[src/rtl/cpu_seq_pkg.sv]
// cpu_seq_pkg: shared state encoding and instruction constants for the instruction sequencer
package cpu_seq_pkg;
  typedef enum logic [2:0] {IDLE, FETCH, DECODE, EXEC, MEM, WB, DISP, FAULT} state_t;
  localparam logic [1:0] INSTR_TYPE_ALU  = 2'b00;
  localparam logic [1:0] INSTR_TYPE_MEM  = 2'b01;
  localparam logic [1:0] INSTR_TYPE_CTRL = 2'b10;
  localparam logic [1:0] INSTR_TYPE_IO   = 2'b11;
  localparam logic [4:0] HALT_OPCODE     = 5'h1F;
endpackage

[src/rtl/seq_timeout_counter.sv]
// seq_timeout_counter: counts consecutive wait cycles and flags the last one allowed before timing out
module seq_timeout_counter #(
  parameter int W = 4
) (
  input  logic         clk,
  input  logic         rst_n,
  input  logic         clear,
  input  logic         enable,
  input  logic [W-1:0] limit,
  output logic         expired
);
  logic [W-1:0] cnt;
  always_ff @(posedge clk or negedge rst_n)
    if (!rst_n) cnt <= '0;
    else if (clear) cnt <= '0;
    else if (enable) cnt <= cnt + 1'b1;
  assign expired = enable && cnt == limit - 1'b1;
endmodule

[src/rtl/instr_sequencer.sv]
// instr_sequencer: multi-cycle FETCH/DECODE/EXEC/MEM/WB/DISP control FSM with handshaked strobes
module instr_sequencer
  import cpu_seq_pkg::*;
#(
  parameter int         MEM_TIMEOUT = 15,
  parameter logic [4:0] HALT_OPCODE = cpu_seq_pkg::HALT_OPCODE
) (
  input  logic        clk,
  input  logic        rst_n,
  input  logic        start,
  input  logic        halt_req,
  input  logic        instr_valid,
  input  logic [1:0]  instr_type,
  input  logic [4:0]  opcode,
  input  logic        dec_mem_rd,
  input  logic        dec_mem_wr,
  input  logic        dec_reg_wr,
  input  logic        dec_disp,
  input  logic        mem_ready,
  input  logic        disp_ready,
  output logic        imem_req,
  output logic        ir_load,
  output logic        dmem_rd,
  output logic        dmem_wr,
  output logic        rf_we,
  output logic        disp_valid,
  output logic        pc_en,
  output logic        busy,
  output logic        fault,
  output logic [15:0] retired
);
  localparam int W = $clog2(MEM_TIMEOUT + 1);
  state_t state, nxt, post, after;
  logic rd, wr, rw, dp, waiting, expired, retire, halt_dec;
  // counter runs only while stalled on a handshake; any other cycle resets it
  assign waiting = (state == MEM && !mem_ready) || (state == DISP && !disp_ready);
  seq_timeout_counter #(.W(W)) u_timeout (
    .clk(clk),
    .rst_n(rst_n),
    .clear(!waiting),
    .enable(waiting),
    .limit(W'(MEM_TIMEOUT)),
    .expired(expired)
  );
  always_ff @(posedge clk or negedge rst_n)
    if (!rst_n) state <= IDLE;
    else state <= nxt;
  always_ff @(posedge clk or negedge rst_n)
    if (!rst_n) begin
      {rd, wr, rw, dp} <= '0;
      retired <= '0;
    end else begin
      if (state == DECODE) {rd, wr, rw, dp} <= {dec_mem_rd, dec_mem_wr, dec_reg_wr, dec_disp};
      if (retire || halt_dec) retired <= retired + 1'b1;
    end
  assign after = halt_req ? IDLE : FETCH;
  assign post  = dp ? DISP : rw ? WB : after;
  always_comb begin
    nxt = state;
    case (state)
      IDLE:    nxt = start ? FETCH : IDLE;
      FETCH:   nxt = instr_valid ? DECODE : FETCH;
      DECODE:  nxt = instr_type != INSTR_TYPE_CTRL ? EXEC : opcode == HALT_OPCODE ? IDLE : FAULT;
      EXEC:    nxt = rd || wr ? MEM : post;
      MEM:     nxt = rd && wr ? FAULT : mem_ready ? post : expired ? FAULT : MEM;
      WB:      nxt = after;
      DISP:    nxt = disp_ready ? after : expired ? FAULT : DISP;
      default: nxt = FAULT;
    endcase
  end
  always_comb begin
    imem_req   = state == FETCH;
    ir_load    = state == FETCH && instr_valid;
    dmem_rd    = state == MEM && rd && !wr;
    dmem_wr    = state == MEM && wr && !rd;
    rf_we      = state == WB;
    disp_valid = state == DISP;
    retire     = (state == EXEC && !(rd || wr || dp || rw)) ||
                 (state == MEM && mem_ready && !(rd && wr) && !dp && !rw) ||
                 state == WB || (state == DISP && disp_ready);
    halt_dec   = state == DECODE && instr_type == INSTR_TYPE_CTRL && opcode == HALT_OPCODE;
    pc_en      = retire;
    busy       = state != IDLE && state != FAULT;
    fault      = state == FAULT;
  end
endmodule
[config.mk]
export PLATFORM = sky130hd
export DESIGN_NAME = instr_sequencer
export DESIGN_NICKNAME = d
export VERILOG_FILES = /design/src/rtl/cpu_seq_pkg.sv /design/src/rtl/seq_timeout_counter.sv /design/src/rtl/instr_sequencer.sv
export SDC_FILE = /design/constraint.sdc
export NUM_CORES = 1
export LEC_CHECK = 0
export ABC_AREA = 1
export CAP_MARGIN = 10
export CORE_ASPECT_RATIO = 0.8
export CORE_UTILIZATION = 54
export DETAILED_ROUTE_END_ITERATION = 7
export PLACE_DENSITY_LB_ADDON = 0.08
export SLEW_MARGIN = 10
export SYNTH_ARGS = -nofsm -noshare
export SYNTH_HDL_FRONTEND = slang
export SYNTH_SLANG_ARGS = --single-unit
[constraint.sdc]
create_clock -name clk -period 2.9 [get_ports clk]
set_input_delay 0.87 -clock clk [delete_from_list [all_inputs] [get_ports clk]]
set_output_delay 0.87 -clock clk [all_outputs]
set_load 0.05 [all_outputs]
* Word-level counts from Yosys, hierarchy flattened
Index checks and enable logic that the tools add are counted.
** Storage, ports and cells
- Input port bits :: 18
- Register bits after elaboration :: 27
- Output and inout port bits :: 25
- Logic and storage cells :: 72
** Cells by class
- Reduce and logical (&&, ||, !) cells :: 36
- Add/subtract/negate cells :: 2
- Equal/unequal tests :: 12
- Muxes and demuxes :: 15
** Operators by type and width (number)
- $mux 3 :: 8
- $pmux 3 s7 :: 1
- $logic_and 1x1->1 :: 18
- $add 16x1->16 const B :: 1
- $eq 3x3->1 const B :: 4
- $logic_not 1->1 :: 8
- $logic_or 1x1->1 :: 8
- $eq 3x2->1 const B :: 2
- $eq 5x5->1 const B :: 1
- $add 4x1->4 const B :: 1
- $eq 4x4->1 const B :: 1
- $mux 2 :: 2
- $mux 4 :: 1
- $eq 3x1->1 const B :: 1
- $logic_not 3->1 :: 1
- $mux 1 :: 3
- $ne 3x3->1 const B :: 1
- $reduce_bool 3->1 :: 1
- $eq 2x2->1 const B :: 1
- $ne 2x2->1 const B :: 1

* Depth between registers and ports, before layout
- Depth after elaboration :: 9
- Gate-level depth with buffers :: 9
- Mapped depth without buffers :: 9

* Hierarchy
From an unflattened synthesis, not the netlist that was laid out.
** Second synthesis, totals
- Cell total of the unflattened synthesis :: 301
- Area total of the unflattened synthesis :: 1981.9 um^2
** Modules (own cells, without submodules)
- instr_sequencer :: seq. area each 575.6 um^2, instances 1, area an instance 1647.8 um^2, cells each 246
- seq_timeout_counter :: seq. area each 100.1 um^2, instances 1, area an instance 334.1 um^2, cells each 55

* Worst setup path after synthesis
Ideal clock, no wire load.
- Kind :: flip-flop to output port
- Start point :: register state[1]
- End point :: output ir_load
- Cell stages (with the launch flop) :: 5
- Slack :: -0.490 ns
- Buffers on the path :: 1
- Data arrival time :: 2.520 ns
- Data required time :: 2.030 ns
- Cells stage by stage :: dfrtp_1 > buf_6 > nor3_1 > inv_1 > nor2_1
** On the way
- Longest elaborated chain between the ends :: 2
** Ends and longest elaborated chain
- start: declaration :: line instr_sequencer.sv:33 : state_t state, nxt, post, after;
- start signal: assignment :: line instr_sequencer.sv:47 : else state <= nxt;
- $eq 3x1->1
- via imem_req :: line instr_sequencer.sv:21 : output logic imem_req,
- $logic_and 1x1->1 :: line instr_sequencer.sv:73 : ir_load = state == FETCH && instr_valid;
- end: declaration :: line instr_sequencer.sv:22 : output logic ir_load,
The timed path passes the listed nets, and every way through them passes these cells.

* Worst setup path after layout
- Start point :: input disp_ready
- End point :: output pc_en
** On the way
- Longest elaborated chain between the ends :: 2
** Ends and longest elaborated chain
- start: declaration :: line instr_sequencer.sv:20 : input logic disp_ready,
- $logic_and 1x1->1 :: line instr_sequencer.sv:80 : state == WB || (state == DISP && disp_ready);
- $logic_or 1x1->1 :: line instr_sequencer.sv:80
- end: declaration :: line instr_sequencer.sv:27 : output logic pc_en,
Every way passes these cells.

==> metrics <==
status=completed; vias in the first global route=1616; overall die area=3680 µm²; Avg WL per Cell=roughly 13 µm; Slew HR=0.657; met2 WL=1960 µm; Pwr Total=around 0.62 mW; Starting Density=0.584; Area growth, synth to finish=28.2%; Clock Skews=~0.0056 ns; Hold Path Class=flop to flop; unrepaired setup endpoints after global routing=false; via count=1852; Synth Warn #=0; site row count=18; worst path required time=2.03 ns; # port buffers=between 40 and 50; #FFs+latches synth=27; Final Net Count=326; maxcap violations=0; reg2reg end=retired[15]; Clock Tree Root=clkbuf_8; Detail Placement HPWL=3340 µm; Inst Count DP=340; Leakage=approximately 1.2 nW; worst setup path start=disp_ready; period utilization=0.985; H-tree levels=1; Pins Over Slew Limit=0; mapped cell area=1860 µm²; n_diodes=0; fin cells=344; clock period minus worst slack=2.86 ns; TritonCTS clock tree=done; flop2flop setup slack=1.10 ns; clk slew on worst S/H paths=0.09 ns; FF+latch area=676 µm²; first-pass GRT wire length=7350 µm; Mapped Avg Cell Area=7.14 µm²; post-route ant nets=0; setup TNS=0 ns; die width=67.5 µm; CP Class=input port to output pin; Highest Signal Layer=met4; syn_nets=between 200 and 300; worst-path fanout max=2; grt total ovfl=0; Worst-Skew Late Latency=0.27 ns; post-synthesis sequential area ratio=0.364; largest net degree at the start of global routing=28; Clock Sink Count=27; initial antenna violation count=0; CP startpoint kind=input port; post-layout util=0.749; TritonRoute pass-1 iters=4; drt total wl=4500 µm; io pins=43; Worst R2R Start=state[1]; post-CTS setup buffer count=0; VDD IR max=0.345 mV; Yosys cell types=27; Worst Max-Slew Pin Slew=0.513 ns; FMAX=350 MHz; share of cells above drive strength 1=0.122; Via-to-Cell Ratio=5.38; clk buf depth=2; Synth Instances=260; Core Area=3180 µm²; Remaining DRCs=0; Routability Congestion=0.881; Critical Path AT=just under 2 ns; Initial DRC Count=152; Reg2Reg Depth=8; Tot GR Track Use=0.270; cts bufs inserted=3; die height=54.4 µm; type of destination of the critical path=output pin; final setup fails=0; Critical Path End=pc_en; met3 wire len=287 µm; area of the multi-input gates=1030 µm²; Filler cells=264; Metal-1 WL=2210 µm; count of final hold-check violations=0; pwr dens=between 200 and 300 nW/µm²
## repair_timing
| action | 4_1_cts | 5_1_grt |
|---|---|---|
| gates resized for setup | 0 | 2 |
| setup endpoints to repair | 0 | 2 |
| hold buffers | 0 | 0 |
## worst min-delay path by stage
stage / start / to / slack, ns / cells after the start
floorplan: u_timeout.cnt[0] / u_timeout.cnt[0] / 0.45 / 1
global placement: u_timeout.cnt[0] / u_timeout.cnt[0] / 0.48 / 1
detailed placement: u_timeout.cnt[0] / u_timeout.cnt[0] / 0.48 / 1
CTS: u_timeout.cnt[0] / u_timeout.cnt[0] / 0.49 / 1
global route: u_timeout.cnt[0] / u_timeout.cnt[0] / 0.53 / 1
finish: u_timeout.cnt[0] / u_timeout.cnt[0] / 0.49 / 1
## worst max-delay path: stages
cell	delay, ns
clkdlybuf4s50_1	0.50
nand4_2	0.12
nand2_2	0.15
nor2_8	0.04
nand2_1	0.15
buf_12	0.16
## cells in the final DEF, fill, tap and decap left out, drive strengths merged
cell           netlist  routed
nand4               23      23
a21oi                2       2
clkbuf               0       3
o21ai                7       7
ha                   3       3
dfrtp               27      27
a21boi               1       1
nor3                 3       3
nand2               94      94
inv                 28      28
buf                  5       7
a31oi                1       1
dlymetal6s2s         0       2
nand3               19      19
clkdlybuf4s50        0      36
nor2                37      37
xor2                 5       5
xnor2                4       4
clkinv               1       2
## report_power, final
group          internal (mW)  leakage (nW)  switching [mW]
logic                 0.0217         0.815          0.0142
registers              0.376         0.341               0
clock network         0.0961        0.0255           0.114
total                  0.494          1.18           0.128
## layout make-up
| class | instances | area share |
|---|---|---|
| Timing Repair Buffer | 45 | 0.195 |
| Sequential cell | 27 | 0.284 |
| Tap cell | 40 | 0.0210 |
| Clock inverter | 1 | 0.00210 |
| Inverter | 29 | 0.0463 |
| Clock buffer | 3 | 0.0174 |
| Multi-Input combinational cell | 199 | 0.435 |
## synthesized netlist by cell type
cell      count  share of area
nor2_8        1          0.011
buf_8         1         0.0081
xor2_1        5          0.024
nand3_1      15          0.040
buf_2         3         0.0081
nor2_1       33          0.067
inv_2         2         0.0040
ha_1          3          0.020
xnor2_1       4          0.019
nor3_1        3         0.0081
nand4_1      22          0.074
nor2_4        1         0.0061
nor2_2        2         0.0067
nand3_2       2          0.011
inv_1        26          0.053
nand2_1      81           0.16
a21oi_1       2         0.0054
nand3_4       2          0.019
nand2_2      12          0.040
dfrtp_1      27           0.36
nand2_4       1         0.0061
buf_6         1         0.0061
clkinv_2      1         0.0027
o21ai_0       7          0.019
a31oi_1       1         0.0034
nand4_2       1         0.0067
a21boi_0      1         0.0040
## flip-flops by register name, summed over array words and instances, names as in the netlist
signal	flops
dp	1
rd	1
retired	16
rw	1
state	3
u_timeout.cnt	4
wr	1
## cells by family after synthesis
family / share of synthesized area
AO/OA/AOI/OAI: 0.0317
XOR/XNOR: 0.0425
adder cells (fa/ha/maj): 0.0202
buffers and inverters: 0.0816
flip-flops: 0.364
AND/OR/NAND/NOR: 0.460
## layer usage
layer,up-vias,track usage
met5,-,0
met4,0,0.0461
met3,4,0.0521
met2,58,0.422
met1,860,0.390
li1,930,-
## per-stage QoR
step / setup WS [ns] / hold slack (ns) / instance area [µm²]
global route: 0.0124 / 0.530 / 2380
CTS: 0.0363 / 0.494 / 2370
global placement: 0.0598 / 0.477 / 2330
floorplan: 0.00879 / 0.455 / 1860
finish: 0.0426 / 0.494 / 2380
detailed placement: 0.0556 / 0.482 / 2330
Power figures use the tool's default switching activity.
